<file path="src/rtl/muldiv_seq_unit_if.sv">
// Operand/handshake/result bundle between the control sequencer and muldiv_seq_unit.
interface muldiv_seq_unit_if #(
    parameter int WIDTH = 32
);
    logic [WIDTH-1:0] A;
    logic [WIDTH-1:0] B;
    logic             MUL;
    logic             DIV;
    logic             start;
    logic             busy;
    logic             done;
    logic             div_zero;
    logic [WIDTH-1:0] Chigh;
    logic [WIDTH-1:0] Clow;

    modport master (
        output A, B, MUL, DIV, start,
        input  busy, done, div_zero, Chigh, Clow
    );

    modport slave (
        input  A, B, MUL, DIV, start,
        output busy, done, div_zero, Chigh, Clow
    );
endinterface

</file>
<file path="src/rtl/muldiv_seq_unit.sv">
// Multi-cycle signed multiply (radix-4 Booth) and divide (non-restoring) producing Chigh/Clow.
// Optional macro MULDIV_ZERO_BYPASS_EN: zero-operand MUL and divide-by-zero finish straight from LOAD.
module muldiv_seq_unit #(
    parameter int WIDTH = 32
) (
    input logic              clk,
    input logic              clr,
    muldiv_seq_unit_if.slave bus
);
    localparam int HW = WIDTH + 2;
    localparam int CW = $clog2(WIDTH);

    typedef enum logic [2:0] {IDLE, LOAD, ITER, FIX, DONE} state_t;
    state_t state, state_nxt;

    logic signed [WIDTH-1:0] a_reg, b_reg;
    logic                    op_mul;
    logic [WIDTH-1:0]        dvs;
    logic signed [HW-1:0]    hi;
    logic [WIDTH-1:0]        lo;
    logic                    bprev;
    logic [CW-1:0]           cnt;
    logic [WIDTH-1:0]        chigh_r, clow_r;
    logic                    div_zero_r;

    logic                    accept, zero_byp, last_iter, busy, done;
    logic signed [HW-1:0]    mul_sum, dvs_x, rem_sh, rem_new;
    logic [WIDTH-1:0]        mul_hi_fix, rem_fix, res_hi, res_lo, byp_hi, byp_lo;

    function automatic logic signed [HW-1:0] booth_pp(input logic [2:0] sel,
                                                      input logic signed [WIDTH-1:0] a);
        logic signed [HW-1:0] ax;
        ax = {{2{a[WIDTH-1]}}, a};
        case (sel)
            3'b001, 3'b010: return ax;
            3'b011:         return ax <<< 1;
            3'b100:         return -(ax <<< 1);
            3'b101, 3'b110: return -ax;
            default:        return '0;
        endcase
    endfunction

    // 0x80000000 maps to unsigned 2^31, which fits the unsigned result.
    function automatic logic [WIDTH-1:0] mag(input logic signed [WIDTH-1:0] v);
        return v[WIDTH-1] ? -v : v;
    endfunction

    assign accept    = (state == IDLE) && bus.start && (bus.MUL || bus.DIV);
    assign last_iter = (cnt == (op_mul ? CW'(WIDTH / 2 - 1) : CW'(WIDTH - 1)));

`ifdef MULDIV_ZERO_BYPASS_EN
    assign zero_byp = op_mul ? (a_reg == '0 || b_reg == '0) : (b_reg == '0);
`else
    assign zero_byp = 1'b0;
`endif

    always_comb begin
        dvs_x      = {2'b00, dvs};
        mul_sum    = hi + booth_pp({lo[1:0], bprev}, a_reg);
        rem_sh     = {hi[HW-2:0], lo[WIDTH-1]};
        rem_new    = hi[HW-1] ? rem_sh + dvs_x : rem_sh - dvs_x;
        // Digit 16 of the sign-extended multiplier lands exactly at the current accumulator LSB.
        mul_hi_fix = WIDTH'(hi + booth_pp({b_reg[WIDTH-1], b_reg[WIDTH-1], bprev}, a_reg));
        rem_fix    = WIDTH'(hi[HW-1] ? hi + dvs_x : hi);
        res_hi     = mul_hi_fix;
        res_lo     = lo;
        if (!op_mul) begin
            if (dvs == '0) begin
                res_hi = a_reg;
                res_lo = '1;
            end else begin
                res_hi = a_reg[WIDTH-1] ? -rem_fix : rem_fix;
                res_lo = (a_reg[WIDTH-1] ^ b_reg[WIDTH-1]) ? -lo : lo;
            end
        end
        byp_hi = '0;
        byp_lo = '0;
        if (!op_mul) begin
            byp_hi = a_reg;
            byp_lo = '1;
        end
    end

    always_ff @(posedge clk or negedge clr) begin
        if (!clr) state <= IDLE;
        else      state <= state_nxt;
    end

    always_comb begin
        state_nxt = state;
        busy      = 1'b1;
        done      = 1'b0;
        case (state)
            IDLE: begin
                busy = 1'b0;
                if (accept) state_nxt = LOAD;
            end
            LOAD:    state_nxt = zero_byp ? DONE : ITER;
            ITER:    if (last_iter) state_nxt = FIX;
            FIX:     state_nxt = DONE;
            DONE: begin
                done      = 1'b1;
                state_nxt = IDLE;
            end
            default: state_nxt = IDLE;
        endcase
    end

    always_ff @(posedge clk or negedge clr) begin
        if (!clr) begin
            a_reg      <= '0;
            b_reg      <= '0;
            op_mul     <= 1'b0;
            dvs        <= '0;
            hi         <= '0;
            lo         <= '0;
            bprev      <= 1'b0;
            cnt        <= '0;
            chigh_r    <= '0;
            clow_r     <= '0;
            div_zero_r <= 1'b0;
        end else begin
            case (state)
                IDLE: if (accept) begin
                    a_reg      <= bus.A;
                    b_reg      <= bus.B;
                    op_mul     <= bus.MUL;
                    div_zero_r <= 1'b0;
                end
                LOAD: begin
                    hi    <= '0;
                    cnt   <= '0;
                    bprev <= 1'b0;
                    dvs   <= mag(b_reg);
                    lo    <= op_mul ? b_reg : mag(a_reg);
                    if (zero_byp) begin
                        chigh_r    <= byp_hi;
                        clow_r     <= byp_lo;
                        div_zero_r <= !op_mul;
                    end
                end
                ITER: begin
                    cnt <= cnt + 1'b1;
                    if (op_mul) begin
                        hi    <= mul_sum >>> 2;
                        lo    <= {mul_sum[1:0], lo[WIDTH-1:2]};
                        bprev <= lo[1];
                    end else begin
                        hi <= rem_new;
                        lo <= {lo[WIDTH-2:0], ~rem_new[HW-1]};
                    end
                end
                FIX: begin
                    chigh_r    <= res_hi;
                    clow_r     <= res_lo;
                    div_zero_r <= !op_mul && (dvs == '0);
                end
                default: ;
            endcase
        end
    end

    assign bus.busy     = busy;
    assign bus.done     = done;
    assign bus.div_zero = div_zero_r;
    assign bus.Chigh    = chigh_r;
    assign bus.Clow     = clow_r;
endmodule

</file>
<file path="src/flat_wrapper.sv">
// flat-port wrapper written by rule: the top's interface ports become plain ports
module muldiv_seq_unit_flat 
#(
    parameter int WIDTH = 32
)
  (clk, clr, bus_A, bus_B, bus_MUL, bus_DIV, bus_start, bus_busy, bus_done, bus_div_zero, bus_Chigh, bus_Clow);
  muldiv_seq_unit_if #(.WIDTH(WIDTH)) bus_i ();
  input logic clk;
  input logic clr;
  input wire logic [$bits(bus_i.A)-1:0] bus_A;
  input wire logic [$bits(bus_i.B)-1:0] bus_B;
  input wire logic [$bits(bus_i.MUL)-1:0] bus_MUL;
  input wire logic [$bits(bus_i.DIV)-1:0] bus_DIV;
  input wire logic [$bits(bus_i.start)-1:0] bus_start;
  output wire logic [$bits(bus_i.busy)-1:0] bus_busy;
  output wire logic [$bits(bus_i.done)-1:0] bus_done;
  output wire logic [$bits(bus_i.div_zero)-1:0] bus_div_zero;
  output wire logic [$bits(bus_i.Chigh)-1:0] bus_Chigh;
  output wire logic [$bits(bus_i.Clow)-1:0] bus_Clow;
  assign bus_i.A = bus_A;
  assign bus_i.B = bus_B;
  assign bus_i.MUL = bus_MUL;
  assign bus_i.DIV = bus_DIV;
  assign bus_i.start = bus_start;
  assign bus_busy = bus_i.busy;
  assign bus_done = bus_i.done;
  assign bus_div_zero = bus_i.div_zero;
  assign bus_Chigh = bus_i.Chigh;
  assign bus_Clow = bus_i.Clow;
  muldiv_seq_unit #(.WIDTH(WIDTH)) u_core (.clk(clk), .clr(clr), .bus(bus_i));
endmodule
</file>
<file path="config.mk">
export PLATFORM = sky130hd
export DESIGN_NAME = muldiv_seq_unit_flat
export DESIGN_NICKNAME = d
export VERILOG_FILES = /design/src/rtl/muldiv_seq_unit_if.sv /design/src/rtl/muldiv_seq_unit.sv /design/src/flat_wrapper.sv
export SDC_FILE = /design/constraint.sdc
export NUM_CORES = 1
export LEC_CHECK = 0
export CORE_MARGIN = 2
export CORE_UTILIZATION = 62
export CTS_CLUSTER_DIAMETER = 120
export DETAILED_ROUTE_END_ITERATION = 10
export HOLD_SLACK_MARGIN = 0.12
export PLACE_DENSITY = 0.83
export RECOVER_POWER = 100
export SYNTH_ARGS = -nofsm -noshare
export SYNTH_HDL_FRONTEND = slang
export SYNTH_SLANG_ARGS = --single-unit
</file>
<file path="constraint.sdc">
create_clock -name clk -period 7.2 [get_ports clk]
set_input_delay 1.44 -clock clk [delete_from_list [all_inputs] [get_ports clk]]
set_output_delay 1.44 -clock clk [all_outputs]
set_load 0.01 [all_outputs]
</file>
==> results.md <==
- Summed instance area of the synthesized netlist: roughly 23,000 µm²
- Core box area: 36,600 µm²
- Largest net degree at the start of global routing: ~120
- Wire length after detailed routing: between 80,000 and 90,000 µm
- Unrepaired setup endpoints after global routing: false
- Worst hold-check path type: reg -> reg
- Synth Instances: ~2,900
- Antenna-violating nets left: 0
- Fraction of post-synthesis cell area in the top cell type by area: around a quarter
- Total global routing overflow: 0
- Floorplan die height: roughly 200 µm
- Data arrival time of the critical path: around 7.0 ns
- FFs w/ async S/R, synth: 100%
- Antenna violations before repair: 0
- # diodes: 0
- First-pass GRT wire length: 129,000 µm
- Delay of the slowest cell on the worst path: about 1.2 ns
- Cell family with most CP delay: compound AO/OA/AOI/OAI gates
- Buffers from clock root to sink, at most: 3
- Number of hold-repair buffers added at the cts stage: 0
- Total of max-cap violations: 6
- Crit start category: register
- Number of flip-flops under the largest register name: 34
- Syn_area_per_cell: just under 8 µm²
- Sink count of the clock tree: 237
- Clock transition at the register clock pins on the worst setup and hold paths after CTS: 0.06 ns
- F_max: 0.153 GHz
- Iteration count of the initial detailed-routing pass: 7
- Finished Core Util: between 60% and 70%
- Number of enable-type register cells in the synthesized netlist: 0
- Final worst path period share: 90.7%
- Via count of the routed design: between 20,000 and 25,000
- CTS resizes: 0
- Minimum clock period after layout: about 6.5 ns
- Filler cell count in the final layout: 2,990
- Net Count, Synth: roughly 3,200
- Tightest Pin Transition: a little under 4 ns
- Site Rows: 70
- Required @ worst endpoint: roughly 7.7 ns
- Ratio of cells with drive above 1 in the final layout: under 10%
- Drc violations: 0
- Highest fanout seen on the critical path: 30
- Violated checks: max-capacitance violations, max-slew violations
- Top_reg_cell synth: sky130_fd_sc_hd__dfrtp_1
- Cells traversed along the worst timing path: clkbuf_1 > xnor2_1 > nor2_1 > nand2_1 > o221ai_1 > ha_1 > o21ai_0 > o31ai_1 > o211ai_1 > o211ai_1 > nand4_1 > a31oi_1 > a2111o_1 > a31oi_1 > xnor2_1 > a21o_1 > o21ai_0
- Endpoint class of the critical path: register
- Normalized max-slew margin: -159%
- Synth top area cells: sky130_fd_sc_hd__dfrtp_1 26%, sky130_fd_sc_hd__ha_1 7.4%, sky130_fd_sc_hd__xor2_1 5.8%, sky130_fd_sc_hd__nand2_1 5.3%, sky130_fd_sc_hd__a21oi_1 5.1%
- Starting density of the core: between 60 and 70%
- DR iter-0 viols: 2,920
- Global placement routability congestion: 1.05
- Flip-flop and latch count after synthesis: around 240
- Buffer count from post-CTS setup fixing: 0
- Final-layout setup total negative slack: 0 ns
- Setup Viol. Count Final: 0
- Vias per Instance: slightly below 7
- Clock Latency Late Sink: around 0.6 ns
- Synthesis-to-layout area growth: 10.4%
- Crit Path Category: reg -> reg
- Die area: slightly below 40,000 µm²
- Yosys top cell by area: sky130_fd_sc_hd__dfrtp_1
- Max-slew violation total from the final report: between 400 and 500
- Overall Global Routing Usage: between 40% and 50%
- Largest reg by FF count: u_core.hi
- Number of buffers created by CTS: 27
- Slowest cell on crit path: sky130_fd_sc_hd__clkbuf_1
- HPWL after detailed placement: 63,000 µm
- Final #Nets: 3,153
- Die X-Extent: between 150 and 200 µm
- Clock Root Buffer: sky130_fd_sc_hd__clkbuf_16
- Worst clock skew: between 0.04 and 0.05 ns
- Post-synthesis cell type count: 88
- Clock tree from TritonCTS: done
- Run status: finished, violations left
- Total of warnings raised by yosys: 0
- Bufs and invs on worst path: 1
- Share of synthesized area occupied by flip-flops and latches: 25.8%
- Port Buf Inserts: between 100 and 150
- I/O pin cnt: roughly 140
- Vias in the first global route: between 20,000 and 25,000
- Hold Fails Final Rpt: 0
- H-tree levels: 1
- Average wire length per cell after detail routing: between 20 and 25 µm
==> through the flow <==
step | area [µm²] | worst slack (ns) | cells | hold WS [ns]
global placement | 24500 | 1.16 | 3382 | 0.460
detailed placement | 24500 | 0.880 | 3382 | 0.473
floorplan | 23000 | 1.42 | 2944 | 0.458
CTS | 25500 | 0.805 | 3432 | 0.488
global route | 25400 | 0.225 | 3432 | 0.508
finish | 25400 | 0.666 | 3432 | 0.476
==> layer usage <==
metal  share of wire, %  vias to the layer above  wire (µm)  track usage [%]
li1                   -                    10800          -                -
met4                6.9                        0       5900             25.0
met1                 39                    11300      33600             59.4
met5                  0                        -          0                0
met2                 41                     1527      35300             62.3
met3                 12                      279      10400             9.62
==> cell usage after synthesis, types with 17 or more instances <==
cell / number
sky130_fd_sc_hd__a22oi_1: 29
sky130_fd_sc_hd__mux2_2: 62
sky130_fd_sc_hd__inv_1: 67
sky130_fd_sc_hd__a21o_1: 79
sky130_fd_sc_hd__ha_1: 137
sky130_fd_sc_hd__a211oi_1: 35
sky130_fd_sc_hd__nand4_1: 29
sky130_fd_sc_hd__o221ai_1: 39
sky130_fd_sc_hd__xnor2_1: 125
sky130_fd_sc_hd__nand2_1: 323
sky130_fd_sc_hd__xor2_1: 152
sky130_fd_sc_hd__mux2i_1: 55
sky130_fd_sc_hd__o211ai_1: 23
sky130_fd_sc_hd__or3_1: 47
sky130_fd_sc_hd__nand3_1: 41
sky130_fd_sc_hd__buf_1: 20
sky130_fd_sc_hd__a21oi_1: 236
sky130_fd_sc_hd__o31ai_1: 31
sky130_fd_sc_hd__nand3b_1: 20
sky130_fd_sc_hd__nand2b_1: 26
sky130_fd_sc_hd__nor2_1: 279
sky130_fd_sc_hd__nor2b_1: 24
sky130_fd_sc_hd__nor4_1: 20
sky130_fd_sc_hd__dfrtp_1: 237
sky130_fd_sc_hd__and3_1: 18
sky130_fd_sc_hd__nor3_1: 67
sky130_fd_sc_hd__a31oi_1: 79
sky130_fd_sc_hd__o21ai_0: 218
sky130_fd_sc_hd__clkbuf_1: 169
sky130_fd_sc_hd__o21a_1: 18
sky130_fd_sc_hd__o21bai_1: 17
sky130_fd_sc_hd__a221oi_1: 26
==> area by class of cell <==
type | instances | area [µm²] | share of cell area, %
Inverter | 70 | 263 | 1.03
Sequential cell | 237 | 5940 | 23.3
Clock inverter | 17 | 263 | 1.03
Timing Repair Buffer | 170 | 1600 | 6.27
Multi-Input combinational cell | 2437 | 16000 | 63.1
Tap cell | 468 | 586 | 2.30
Clock buffer | 33 | 738 | 2.90
==> tightest hold or removal path, cell delays in order, from the launching register on <==
cell and delay [ns]:
sky130_fd_sc_hd__dfrtp_1 0.34, sky130_fd_sc_hd__nand2_1 0.04, sky130_fd_sc_hd__o21ai_0 0.06
==> placed cells by master (no fill, tap or decap), drive strengths merged, types with 16 or more instances in the layout <==
master / synthesis / routed
inv: 69 / 70
o21a: 18 / 18
nor2: 279 / 279
nand2: 324 / 324
dlygate4sd3: 0 / 68
nand4: 29 / 29
mux2: 62 / 62
a21o: 79 / 79
o221ai: 39 / 39
o21bai: 17 / 17
ha: 137 / 137
o21ai: 221 / 221
a22oi: 29 / 29
o211ai: 23 / 23
and3: 18 / 18
a21oi: 236 / 236
o31ai: 31 / 31
nor3: 69 / 69
nand2b: 26 / 26
xnor2: 126 / 126
clkbuf: 169 / 41
mux2i: 55 / 55
dfrtp: 237 / 237
nor2b: 24 / 24
a211oi: 36 / 36
a31oi: 80 / 80
clkdlybuf4s50: 0 / 66
nand3b: 20 / 20
or3: 48 / 48
a221oi: 27 / 27
buf: 30 / 28
nor4: 21 / 21
nand3: 41 / 41
xor2: 152 / 152
o22ai: 16 / 16
==> logic make-up (layout without fill, tap and decap cells) <==
group                      after synthesis  after routing  share of synthesized area [%]
AOI/OAI and AO/OA                      954            954                           26.7
and+or+nand+nor                        947            947                           19.1
muxes                                  117            117                           5.42
DFF                                    237            237                           25.8
buffers and inverters                  270            290                           4.57
adders and majority gates              141            141                           7.79
xor gates and xnor gates               278            278                           10.6
==> final timing paths <==
path / start / slack (ns) / endpoint / cells after the start
hold / removal: u_core.bus.Chigh[16] / 0.48 / u_core.bus.Chigh[16] / 2
setup / recovery: u_core.bprev / 0.67 / u_core.hi[32] / 17
min in group asynchronous: clr / 1.78 / u_core.bus.Chigh[8] / 1
setup reg to reg: u_core.bprev / 0.67 / u_core.hi[32] / 17
max in group asynchronous: clr / 2.98 / u_core.op_mul / 1
hold reg to reg: u_core.bus.Chigh[16] / 0.48 / u_core.bus.Chigh[16] / 2
Power is not shown: default switching activity piles up to over one toggle a cycle in this logic, so the estimate is an artifact.
